## config.mk

```make
export PLATFORM = sky130hd
export DESIGN_NAME = paralelo_serie_tx
export DESIGN_NICKNAME = d
export VERILOG_FILES = /design/src/rtl/paralelo_serie_tx.sv
export SDC_FILE = /design/constraint.sdc
export NUM_CORES = 1
export LEC_CHECK = 0
export BUFFER_PORTS_ARGS = -buffer_cell sky130_fd_sc_hd__buf_2
export CORE_MARGIN = 2
export CORE_UTILIZATION = 63
export CTS_CLUSTER_DIAMETER = 60
export DETAILED_ROUTE_END_ITERATION = 8
export PLACE_DENSITY = 0.8
export SYNTH_ARGS = -nofsm -noshare
export SYNTH_HDL_FRONTEND = slang
export SYNTH_SLANG_ARGS = --single-unit
```

## constraint.sdc

```tcl
create_clock -name clk_8f -period 4.35 [get_ports clk_8f]
set_input_delay 0.87 -clock clk_8f [delete_from_list [all_inputs] [get_ports clk_8f]]
set_output_delay 0.87 -clock clk_8f [all_outputs]
set_load 0.01 [all_outputs]
```

## src/rtl/paralelo_serie_tx.sv

```systemverilog
// Byte-to-serial PHY transmitter: valid/ready byte FIFO, MSB-first shifter,
// COMMA preamble after reset and COMMA idle fill when the FIFO is empty.
module paralelo_serie_tx #(
    parameter int unsigned FIFO_DEPTH      = 4,
    parameter logic [7:0]  COMMA           = 8'hBC,
    parameter int unsigned PREAMBLE_COMMAS = 4
) (
    input  logic                          clk_8f,
    input  logic                          reset,
    input  logic [7:0]                    data_in,
    input  logic                          valid_in,
    output logic                          ready_out,
    output logic                          data_out,
    output logic                          byte_strobe,
    output logic [$clog2(FIFO_DEPTH):0]   fifo_count,
    output logic                          comma_collision
);

    localparam int unsigned PTR_W = $clog2(FIFO_DEPTH);
    localparam int unsigned CNT_W = PTR_W + 1;
    localparam int unsigned PRE_W = $clog2(PREAMBLE_COMMAS + 1) + 1;

    typedef enum logic {
        ST_PREAMBLE = 1'b0,
        ST_RUN      = 1'b1
    } state_e;

    state_e             state_q, state_d;
    logic [7:0]         shift_q, shift_d;
    logic [2:0]         bit_cnt_q, bit_cnt_d;
    logic [PRE_W-1:0]   pre_cnt_q, pre_cnt_d;
    logic [PTR_W-1:0]   rd_ptr_q, rd_ptr_d;
    logic [PTR_W-1:0]   wr_ptr_q, wr_ptr_d;
    logic [CNT_W-1:0]   count_q, count_d;
    logic               data_out_q, data_out_d;
    logic               strobe_q, strobe_d;
    logic               coll_q, coll_d;
    logic [7:0]         mem_q [FIFO_DEPTH];

    logic               push_c;
    logic               pop_c;
    logic               run_load_c;

    // Full FIFO refuses even when a pop happens on the same edge.
    assign ready_out = !reset && (count_q < CNT_W'(FIFO_DEPTH));
    assign push_c    = valid_in && ready_out;

    assign data_out        = data_out_q;
    assign byte_strobe     = strobe_q;
    assign fifo_count      = count_q;
    assign comma_collision = coll_q;

    // Next-state: bit serialisation, byte selection at boundaries, FIFO bookkeeping.
    always_comb begin
        state_d    = state_q;
        shift_d    = shift_q;
        bit_cnt_d  = bit_cnt_q;
        pre_cnt_d  = pre_cnt_q;
        rd_ptr_d   = rd_ptr_q;
        wr_ptr_d   = wr_ptr_q;
        count_d    = count_q;
        pop_c      = 1'b0;
        run_load_c = 1'b0;
        data_out_d = shift_q[bit_cnt_q];
        strobe_d   = (bit_cnt_q == 3'd7);
        coll_d     = push_c && (data_in == COMMA);

        if (bit_cnt_q != 3'd0) begin
            bit_cnt_d = bit_cnt_q - 3'd1;
        end else begin
            bit_cnt_d = 3'd7;
            case (state_q)
                ST_PREAMBLE: begin
                    if (pre_cnt_q < PRE_W'(PREAMBLE_COMMAS)) begin
                        shift_d   = COMMA;
                        pre_cnt_d = pre_cnt_q + PRE_W'(1);
                    end else begin
                        state_d    = ST_RUN;
                        run_load_c = 1'b1;
                    end
                end
                ST_RUN: begin
                    run_load_c = 1'b1;
                end
                default: begin
                    state_d = ST_PREAMBLE;
                end
            endcase

            // No bypass: only bytes already resident before this edge can be loaded.
            if (run_load_c) begin
                if (count_q != CNT_W'(0)) begin
                    shift_d = mem_q[rd_ptr_q];
                    pop_c   = 1'b1;
                end else begin
                    shift_d = COMMA;
                end
            end
        end

        if (pop_c) begin
            rd_ptr_d = rd_ptr_q + PTR_W'(1);
        end
        if (push_c) begin
            wr_ptr_d = wr_ptr_q + PTR_W'(1);
        end

        case ({push_c, pop_c})
            2'b10:   count_d = count_q + CNT_W'(1);
            2'b01:   count_d = count_q - CNT_W'(1);
            default: count_d = count_q;
        endcase
    end

    // State and output registers.
    always_ff @(posedge clk_8f) begin
        if (reset) begin
            state_q    <= ST_PREAMBLE;
            shift_q    <= COMMA;
            bit_cnt_q  <= 3'd7;
            pre_cnt_q  <= PRE_W'(1);
            rd_ptr_q   <= '0;
            wr_ptr_q   <= '0;
            count_q    <= '0;
            data_out_q <= 1'b0;
            strobe_q   <= 1'b0;
            coll_q     <= 1'b0;
        end else begin
            state_q    <= state_d;
            shift_q    <= shift_d;
            bit_cnt_q  <= bit_cnt_d;
            pre_cnt_q  <= pre_cnt_d;
            rd_ptr_q   <= rd_ptr_d;
            wr_ptr_q   <= wr_ptr_d;
            count_q    <= count_d;
            data_out_q <= data_out_d;
            strobe_q   <= strobe_d;
            coll_q     <= coll_d;
        end
    end

    // FIFO storage; contents are don't-care while the count says empty.
    always_ff @(posedge clk_8f) begin
        if (push_c) begin
            mem_q[wr_ptr_q] <= data_in;
        end
    end

endmodule

```

==> results.cfg, run 1 <==
[status]
status = finished, final reports clean

[routing]
viasPerCell = 5.64
ant_nets = 0
firstDrtPassIters = 4
drt_iter0_drc = 72
drc = 0
num_vias = 1331
drt_wl_total_um = 3770
wl_per_cell_um = 16.0

[min_path]
hp-start = bit_cnt_q[0]
whs_path_depth = 1
holdPathEnd = bit_cnt_q[0]
hp-class = flop to flop

[pwr]
ir_drop_v = 0.000332
switching_power_uw = 243
intPower_uw = 839
power_density_mw_per_mm2 = 407
power_frac_seq = 0.574
leakage_uw = 0.000975
clockPowerShare = 0.375
finalPower_uw = 1080
swShare = 0.225
p_comb_frac = 0.052

[sta]
rsz0062_at_grt = no
period_needed_ns = 2.35
setup_ws_ns = 2.00
hold_viol = 0
slew-limit-headroom = 0.647
fmaxAchievable_mhz = 425
tightest_slew_ns = 0.529
setup_violations = 0
tns_ns = 0
slew_violations = 0
period_share = 0.541
skew_ns = 0.0144

[global_route]
grt_max_degree = 20
grt-ovfl-total = 0
antenna_found_initial = 0
grt_pass1_vias = 1358
gr-usage-all-layers = 0.210
grt_pass1_wl_um = 6330

[placement]
dp_hpwl_um = 2660
pre_cts_ws_ns = 1.67
gp_congestion = 0.695
io_buffers = 17

[worst_setup_path]
critPathLaunchType = input pin
crit_path_cell_trace = buf_2, nor3b_2, inv_1, ha_1, inv_1, fa_1, xor2_1, or3_1, a21oi_1
cp_slowest_cell = fa_1
critical_path_required_ns = 4.60
rr_worst_depth = 10
cpMostUsedCell = inv_1
path_max_fanout = 19
cpPeakStageDelay_ns = 0.37
end_kind = flop
worstSetupPathType = input pin to flop
r2r_end = fifo_count[2]
r2r_setup_slack_ns = 2.01
worstPathArrival_ns = 2.61
rr_startpoint = bit_cnt_q[0]

[finish]
area_growth_pct = 10.7
fillCellCount = 241
nets = 204
seqCellArea_mm2 = 0.00152
drive_above_1_share = 0.266
multi_input_area_um2 = 802
n_antenna_cell = 0

[floorplanning]
ios = 18
rows = 22
die_area_mm2 = 0.00433
fp.dieH_um = 65.8
die_x_um = 65.8
start_util = 0.657
coreArea_mm2 = 0.00366

[synth]
ys_ff_latch = 60
synth_warnings = 0
yosysSeqAreaShare = 0.633
ys_types = 38
syn_nets = 181
netlist_area_mm2 = 0.00240
syn_inst = 160
avgSynthCellArea_um2 = 15.0

[clock_tree]
clock_path_buffers = 2
cts_num_sinks = 60
h-tree-depth = 3
numCtsBuffers = 9
postCtsHoldBufs = 0
root_buffer = clkbuf_8
cts.clk_slew.worst_paths_ns = 0.07
cts_setup_buffers = 0
cts_resized = 0
cts_tree = done
insertion_delay_ns = 0.33

[run]
max_cap_violations = 0
==> synth_stat cells (all sizes together) <==
master / instances / area (um^2)
a21oi: 7 / 35.0
a22o: 3 / 26.3
a31oi: 1 / 6.26
and2: 4 / 25.0
and2b: 1 / 8.76
and3: 1 / 7.51
buf: 3 / 20.0
clkbuf: 2 / 27.5
dfxtp: 28 / 561
edfxtp: 32 / 961
fa: 1 / 20.0
ha: 9 / 113
inv: 9 / 33.8
mux2i: 1 / 10.0
mux4: 10 / 225
nand2: 5 / 18.8
nand2b: 1 / 13.8
nand3: 2 / 10.0
nand4b: 1 / 8.76
nand4bb: 1 / 11.3
nor2: 9 / 33.8
nor2b: 1 / 6.26
nor3: 4 / 25.0
nor3b: 1 / 12.5
nor4: 1 / 6.26
o21ai: 3 / 15.0
o22a: 5 / 43.8
o31ai: 4 / 30.0
or3: 3 / 25.0
or4: 3 / 30.0
xnor2: 2 / 17.5
xor2: 2 / 17.5
==> logic make-up (layout without fill, tap and decap cells) <==
group,count (synthesis),after routing,synth area share
fa+ha+maj,10,10,0.0552
mux,11,11,0.0978
simple gates,38,38,0.101
flops,60,60,0.633
buf+inv,14,42,0.0338
xor+xnor,4,4,0.0146
compound gates,23,23,0.0650
==> metal layers <==
metal  routed length (um)  GRT usage  part of all wire  vias up
li1                     -          -                 -      653
met1                 1630      0.234              0.43      645
met2                 1950      0.354              0.52       28
met3                  146     0.0920             0.039        5
met4                   45     0.0807             0.012        0
met5                    0          0                 0        -
==> cell usage in the layout (no fill, tap or decap), types with 4 or more instances in the layout <==
cell type	instances
a21oi_1	7
and2_1	4
buf_2	17
clkbuf_8	9
clkinv_2	4
dfxtp_1	28
edfxtp_1	32
ha_1	9
inv_1	9
mux4_2	10
nand2_1	5
nor2_1	9
o22a_1	5
o31ai_1	4
==> worst max-delay path, delay by kind of cell <==
family / cells / cell delay, ns
simple gates: 2 / 0.45
buf+inv: 3 / 0.45
xor+xnor: 1 / 0.16
fa+ha+maj: 2 / 0.55
compound gates: 1 / 0.13
==> flip-flops by register name (all words and copies together) (netlist names), named ones only <==
signal	cells
mem_q	32
shift_q	8
pre_cnt_q	4
bit_cnt_q	3
fifo_count	3
rd_ptr_q	2
wr_ptr_q	2
byte_strobe	1
comma_collision	1
data_out	1
state_q	1
==> per-stage QoR <==
stage	instances	hold slack, ns	instance area (um^2)	utilization
6_report	236	0.473	2660	0.727
5_1_grt	236	0.502	2660	0.727
4_1_cts	236	0.477	2660	0.727
3_5_place_dp	220	0.460	2500	0.684
3_3_place_gp	220	0.453	2500	0.684
2_1_floorplan	160	0.430	2400	-
==> layout make-up <==
type                            instances  area share
Sequential cell                        60       0.571
Timing Repair Buffer                   17      0.0320
Clock inverter                          5      0.0108
Inverter                                9      0.0127
Multi-Input combinational cell         86       0.301
Clock buffer                           11      0.0493
Tap cell                               48      0.0226
==> power groups by stage <==
stage | clock network (uW) | registers (uW) | logic, uW
2_1_floorplan | 0 | 633 | 37.0
3_3_place_gp | 0 | 632 | 53.5
3_5_place_dp | 0 | 633 | 56.4
4_1_cts | 413 | 621 | 56.7
5_1_grt | 444 | 622 | 63.9
6_report | 406 | 621 | 55.9
==> worst max-delay path by stage <==
stage	startpoint	endpoint	slack, ns	depth (start not counted)
floorplan	reset	fifo_count[2]	1.92	9
global placement	reset	fifo_count[2]	1.72	9
detailed placement	reset	fifo_count[2]	1.67	9
CTS	bit_cnt_q[0]	fifo_count[2]	2.00	10
global route	reset	fifo_count[2]	1.85	9
finish	reset	fifo_count[2]	2.00	9
No activity file was read; power rests on OpenSTA's default activity.
==> run 2: changes to the inputs <==
- CORE_UTILIZATION: 63 -> 58
- PLACE_DENSITY: 0.8 -> 0.74
- clock period: 4.35 -> 2.33 ns (I/O delays scaled with it)
==> run 2 against run 1 <==
First-iteration DRC count is 25% lower. Critical path depth grew 1. Setup slack got worse by 1.8 ns. Critical path type is now flop to flop. Largest cell class unchanged.
==> results.cfg, run 2 (synthesis gave the netlist of run 1 again) <==
[global_route]
gr-usage-all-layers = 0.200
grt_pass1_wl_um = 6420
antenna_found_initial = 0
grt_pass1_vias = 1410
grt-ovfl-total = 0
grt_max_degree = 19

[routing]
drt_iter0_drc = 54
drt-met1-wl_um = 1710
drt_wl_total_um = 4030
wl_per_cell_um = 16.7
drc = 0
dr_wl_met3_um = 137
viasPerCell = 5.72
highest_layer = met4
num_vias = 1384
ant_nets = 0
met2RoutedLength_um = 2120
firstDrtPassIters = 4

[floorplanning]
die_x_um = 68.4
coreArea_mm2 = 0.00400
start_util = 0.601
die_area_mm2 = 0.00468
fp.dieH_um = 68.4
rows = 23
ios = 18

[min_path]
whs_path_depth = 1
hp-start = data_in[3]
hp-class = input pin to flop
holdPathEnd = mem_q[1][3]

[clock_tree]
h-tree-depth = 3
root_buffer = clkbuf_8
cts.clk_slew.worst_paths_ns = 0.08
cts_tree = done
insertion_delay_ns = 0.33
cts_num_sinks = 60
numCtsBuffers = 9
cts_setup_buffers = 0
clock_path_buffers = 2

[sta]
slew_violations = 0
slew-limit-headroom = 0.599
setup_ws_ns = 0.155
period_share = 0.933
rsz0062_at_grt = no
tightest_slew_ns = 0.597
period_needed_ns = 2.17
skew_ns = 0.00664
setup_violations = 0
hold_viol = 0
fmaxAchievable_mhz = 460
tns_ns = 0

[finish]
n_antenna_cell = 0
layout_commonest_cell = edfxtp_1
largest_registers = mem_q x32, shift_q x8, pre_cnt_q x4
fin_area_mm2 = 0.00278
drive_above_1_share = 0.307
top_register = mem_q
fin_util = 0.695
layout_common_cells = 32 x edfxtp_1, 28 x dfxtp_1, 17 x buf_2
area_growth_pct = 15.6
nets = 208
largest_reg_flops = 32

[pwr]
leakage_uw = 0.00101
power_density_mw_per_mm2 = 833
finalPower_uw = 2320
ir_drop_v = 0.000785

[placement]
io_buffers = 17
pre_cts_ws_ns = 0.128
postPlaceCellArea_mm2 = 0.00253
gp_congestion = 0.770
dp_hpwl_um = 2790

[worst_setup_path]
cp_slowest_cell = fa_1
rr_worst_depth = 10
cpPeakStageDelay_ns = 0.39
critPathLaunchType = flop
worstPathArrival_ns = 2.44
r2r_end = fifo_count[2]
crit_path_cell_trace = inv_1, ha_4, nand2b_4, nor3_2, ha_2, inv_1, fa_1, xor2_1, or3_1, a21oi_1
end_kind = flop
r2r_setup_slack_ns = 0.16
path_max_fanout = 4
rr_startpoint = bit_cnt_q[1]
critical_path_required_ns = 2.60
worstSetupPathType = flop to flop
cpMostUsedCell = inv_1

[status]
status = finished, final reports clean

[run]
max_cap_violations = 0
-- run 2: cell types whose count changed in the layout (fill, tap and decap cells not counted) --
| cell | previous run | this run |
|---|---|---|
| buf_4 | 0 | 4 |
| bufinv_16 | 0 | 2 |
| clkbuf_1 | 2 | 0 |
| clkinv_2 | 4 | 0 |
| clkinvlp_4 | 0 | 3 |
| ha_1 | 9 | 7 |
| ha_2 | 0 | 1 |
| ha_4 | 0 | 1 |
| inv_6 | 0 | 1 |
| nor3_1 | 3 | 2 |
| nor3_2 | 1 | 2 |
-- run 2: worst max-delay path by stage --
stage	endpoint	from	cells after the start	slack [ns]
global route	fifo_count[2]	bit_cnt_q[1]	10	0.006
global placement	fifo_count[2]	bit_cnt_q[1]	10	0.17
floorplan	fifo_count[2]	bit_cnt_q[0]	11	0.12
detailed placement	fifo_count[2]	bit_cnt_q[1]	10	0.13
finish	fifo_count[2]	bit_cnt_q[1]	10	0.16
CTS	fifo_count[2]	bit_cnt_q[1]	10	0.05
-- run 2: cell type report --
cell class,instances,area [um^2]
timing repair buffer,21,115
sequential,60,1520
fill,273,1220
tap,50,62.6
clock buffer,9,124
multi-input combinational,86,822
clock inverter,7,100
inverter,9,33.8
-- run 2: critical path, delay by kind of cell (launching register included) --
| family | cells | cell delay (ns) |
|---|---|---|
| xor+xnor | 1 | 0.16 |
| fa+ha+maj | 3 | 0.76 |
| compound gates | 1 | 0.14 |
| flops | 1 | 0.34 |
| simple gates | 3 | 0.52 |
| buf+inv | 2 | 0.18 |
-- run 2: routing by layer --
metal  vias to the layer above  global-route usage
li1                        659                   -
met1                       690               0.232
met2                        29               0.323
met3                         6              0.0576
met4                         0               0.128
met5                         -                   0
-- run 2: metrics by stage --
stage	hold slack, ns	std cells
after CTS	0.348	242
final	0.360	242
after detailed placement	0.458	226
after floorplan	0.430	160
after global routing	0.360	242
after global placement	0.461	226
-- run 2: report_power, final --
group	internal [uW]	total [uW]	leakage, uW	switching [uW]
logic	51.5	117	0.000386	65.7
registers	1140	1160	0.000518	15.4
clock network	607	1040	0.000102	434
total	1800	2320	0.00101	516
-- run 2: what timing repair did --
item	4_1_cts	5_1_grt
hold buffers	0	0
gates resized for setup	0	4
endpoints found under the setup margin	0	1
